<file path="src/rtl/reg_file_wb.sv">
// Eight-entry register file with CPSR, fed through a one-entry writeback stage; reads bypass that stage.
// Read latency 0 (combinational); a write is visible from the cycle after capture; one write per cycle, no backpressure.
module reg_file_wb #(
    parameter int NREGS = 8,
    parameter int WIDTH = 32,
    parameter int AW    = $clog2(NREGS)
) (
    input  logic             clk,
    input  logic             rst_n,
    input  logic             w_enable,
    input  logic             w_select,
    input  logic [WIDTH-1:0] w_alu,
    input  logic [WIDTH-1:0] w_id,
    input  logic [AW-1:0]    w_addr,
    input  logic             flags_we,
    input  logic [3:0]       flags_in,
    input  logic [AW-1:0]    r_addr_0,
    input  logic [AW-1:0]    r_addr_1,
    output logic [WIDTH-1:0] r_val_0,
    output logic [WIDTH-1:0] r_val_1,
    output logic [3:0]       cpsr_flags,
    output logic             wb_pending
);

    logic [WIDTH-1:0] regs [NREGS];
    logic             wb_valid;
    logic [AW-1:0]    wb_addr;
    logic [WIDTH-1:0] wb_data;
    logic [3:0]       cpsr;

    // Capture and commit share one edge: the array takes the old stage
    // contents while the stage takes the new write, so later writes win.
    always_ff @(posedge clk or negedge rst_n) begin
        if (!rst_n) begin
            for (int i = 0; i < NREGS; i++) begin
                regs[i] <= '0;
            end
            wb_valid <= 1'b0;
            wb_addr  <= '0;
            wb_data  <= '0;
            cpsr     <= 4'd0;
        end else begin
            wb_valid <= w_enable;
            if (w_enable) begin
                wb_addr <= w_addr;
                wb_data <= w_select ? w_id : w_alu;
            end
            if (wb_valid) begin
                regs[wb_addr] <= wb_data;
            end
            if (flags_we) begin
                cpsr <= flags_in;
            end
        end
    end

    assign r_val_0    = (wb_valid && (r_addr_0 == wb_addr)) ? wb_data : regs[r_addr_0];
    assign r_val_1    = (wb_valid && (r_addr_1 == wb_addr)) ? wb_data : regs[r_addr_1];
    assign cpsr_flags = cpsr;
    assign wb_pending = wb_valid;

endmodule

</file>
<file path="config.mk">
export PLATFORM = sky130hd
export DESIGN_NAME = reg_file_wb
export DESIGN_NICKNAME = d
export VERILOG_FILES = /design/src/rtl/reg_file_wb.sv
export SDC_FILE = /design/constraint.sdc
export NUM_CORES = 1
export LEC_CHECK = 0
export CAP_MARGIN = 20
export CORE_MARGIN = 2
export CORE_UTILIZATION = 45
export CTS_BUF_LIST = sky130_fd_sc_hd__clkbuf_8
export CTS_CLUSTER_DIAMETER = 40
export DETAILED_ROUTE_END_ITERATION = 16
export GPL_ROUTABILITY_DRIVEN = 0
export GPL_TIMING_DRIVEN = 0
export SYNTH_ARGS = -nofsm -noshare
export SYNTH_HDL_FRONTEND = slang
export SYNTH_SLANG_ARGS = --single-unit
</file>
<file path="constraint.sdc">
create_clock -name clk -period 3.7 [get_ports clk]
set_input_delay 0.555 -clock clk [delete_from_list [all_inputs] [get_ports clk]]
set_output_delay 0.555 -clock clk [all_outputs]
set_load 0.01 [all_outputs]
</file>
==> impl_metrics.ini <==
[status]
outcome = completed

[power_and_ir_drop]
power_w = 0.0133
power_density_nw_per_um2 = 666
p_seq_share_pct = 39.5
p_comb_share_pct = 32.5
ir_worst_vdd_mv = 0.341
p_switching_w = 0.00377
leakagePower_nw = 8.17
switching_share_pct = 28.4
power_frac_clock_pct = 28.0
p_int_w = 0.00948

[min_path]
hp-class = reg2reg
worstHoldPathCells = 1
worstHoldEndpoint = regs[245]
min-delay-start = wb_data[21]

[worst_setup_path]
crit_chain = clkdlybuf4s50_1, buf_4, buf_4, mux4_2, mux2_2, mux2_2, clkdlybuf4s50_1
cp_top_family = buffers and inverters
r2r_slack_ns = 1.24
cp_slowest_cell = clkdlybuf4s50_1
slowest_delay_ns = 0.55
crit_path_start_kind = input pin
required_ns = 3.14
rr_worst_depth = 5
reg2reg_to = regs[108]
timing_worst_setup_path_type = in2out
end_kind = output pin
r2r-start = wb_pending
arrival_ns = 3.08
cp_max_fo = 10
critPathLaunch = r_addr_0[1]
crit_buf_inv = 4

[layout]
final_core_util_pct = 55.7
n_antenna_cell = 0
fin_nets = 1329
area_growth_pct = 21.3
drive_gt1_share_pct = 28.8
fill_cells = 2974

[placement]
post-place-ws_ns = -0.606
hpwlAfterDp_um = 29300
io_buffers = 145

[clock_network]
cts_tree = done
cts-root-buf = clkbuf_8
cts_max_path_buffers = 3
worstSkewPairLatency_ns = 0.63
cts_num_sinks = 296
cts_buffers = 56
htree_levels = 2
clk_pin_slew_worst_paths_ns = 0.06

[synth]
synth_ff_type = dfrtp_1
synth_async_sr_flop_share_pct = 100
synth_edf_count = 0
netlist_instances = 1042
ys_warn_count = 0
synth_nets = 1124
synth.most_common_cell = dfrtp_1
seq_area_frac_synth_pct = 45.2
ys_ff_latch = 296
synth.top_cell.area_share_pct = 45.2
synth.distinct_cells = 23
yosysTopAreaCell = dfrtp_1
synth_commonest_cells = dfrtp_1, mux2_1, mux2_2, mux4_2, clkbuf_1
syn_area_sq_um = 16400
syn_area_per_cell_sq_um = 15.7
netlist_top_cells_area = dfrtp_1, mux2_1, mux4_2

[routing]
route.detailed.wl_per_inst_um = 26.3
postRouteAntennaNets = 0
drt_iter0_markers = 651
drt-pass1-iter-count = 5
dr_total_vias = 10300
viasPerCell = 5.87
drt-total-wl_um = 46100
drc = 0

[floorplan]
core_sq_um = 35700
chipWidth_um = 195
io_pins = 151
fp.dieH_um = 195
row_count = 69
initial_core_util_pct = 45.9
die_area_sq_um = 38000

[sta]
relSlewSlack_pct = 31.9
setup_viol = 0
tightest_slew_ns = 1.02
period_share_pct = 98.1
hold_viol = 0
drv_slew = 0
period_needed_ns = 3.63
finalSetupTns_ns = 0
fmax_ghz = 0.275
whs_ns = 0.480
timing.final.ws_setup_ns = 0.0686
fin_skew_ns = 0.0265

[global_routing]
grt_overflow = 0
grt_pass1_vias = 10700
antenna_found_initial = 0
grt_max_degree = 118
grt_use_total_pct = 24.7
grt_pass1_wl_um = 69500

[run]
max_cap_violations = 0
-- worst register-to-register path: stages (launching register included) --
cell,delay (ns)
dfrtp_1,0.41
clkbuf_1,0.29
nand2_1,0.09
nor3_1,0.67
buf_2,0.51
mux2_1,0.38
-- area by class of cell --
type / count / area (sq um) / area share [%]
Sequential cell: 296 / 7410 / 37.2
Timing Repair Buffer: 148 / 1520 / 7.65
Clock inverter: 27 / 279 / 1.40
Clock buffer: 76 / 1050 / 5.26
Tap cell: 461 / 577 / 2.90
Buffer: 112 / 716 / 3.60
Multi-Input combinational cell: 633 / 8350 / 42.0
-- cell usage in the layout (no fill, tap or decap), drive strengths merged --
cell type,n
a21oi,32
buf,59
bufinv,6
clkbuf,132
clkdlybuf4s50,144
clkinv,7
clkinvlp,3
dfrtp,296
dlygate4sd3,1
inv,11
mux2,391
mux2i,32
mux4,128
nand2,1
nand2b,1
nand4,3
nand4b,3
nor2,32
nor3,2
nor3b,2
xnor2,6
-- logic make-up (layout without fill, tap and decap cells) --
kind of cell,Yosys count,after routing,share of synthesized area (%)
AND/OR/NAND/NOR,44,44,1.31
flip-flops,296,296,45.2
AO/OA/AOI/OAI,32,32,0.976
XOR/XNOR,6,6,0.320
buffers and inverters,113,363,3.91
multiplexers,551,551,48.3
-- layer usage --
metal	global-route usage [%]	share of wire, %
met5	0	0
met4	6.79	2.3
met3	4.13	4.8
met2	39.3	47
met1	35.1	46
-- power groups by stage --
stage,registers [W],logic (W),clock network [W]
2_1_floorplan,0.00496,0.00296,0
3_3_place_gp,0.00521,0.00427,0
3_5_place_dp,0.00525,0.00434,0
4_1_cts,0.00520,0.00437,0.00380
5_1_grt,0.00539,0.00462,0.00395
6_report,0.00523,0.00431,0.00371
-- worst max-delay path by stage --
stage / cells after the start / end / slack (ns)
finish: 7 / r_val_0[31] / 0.07
global route: 6 / r_val_0[6] / -0.006
CTS: 7 / r_val_1[27] / -0.06
detailed placement: 7 / r_val_0[6] / -0.61
global placement: 1 / wb_data[8] / -11.35
floorplan: 5 / r_val_1[13] / 1.20
-- sequential cells by signal (all words and copies together), names as in the netlist --
name and count:
cpsr_flags 4, wb_pending 1, wb_addr 3, wb_data 32, regs 256
-- per-stage QoR --
step           cell area, sq um  instances
2_1_floorplan             16400       1042
3_3_place_gp              18400       1648
3_5_place_dp              18500       1650
4_1_cts                   19900       1754
5_1_grt                   19900       1753
6_report                  19900       1753
-- timing repair --
action                                  in CTS  in global routing
resized for setup                           34                 10
pin swaps                                    0                  1
buffers inserted                             0                  0
hold endpoints to repair                    42                  0
hold buffers                                 1                  0
endpoints found under the setup margin      64                 48
Power figures use the tool's default switching activity.
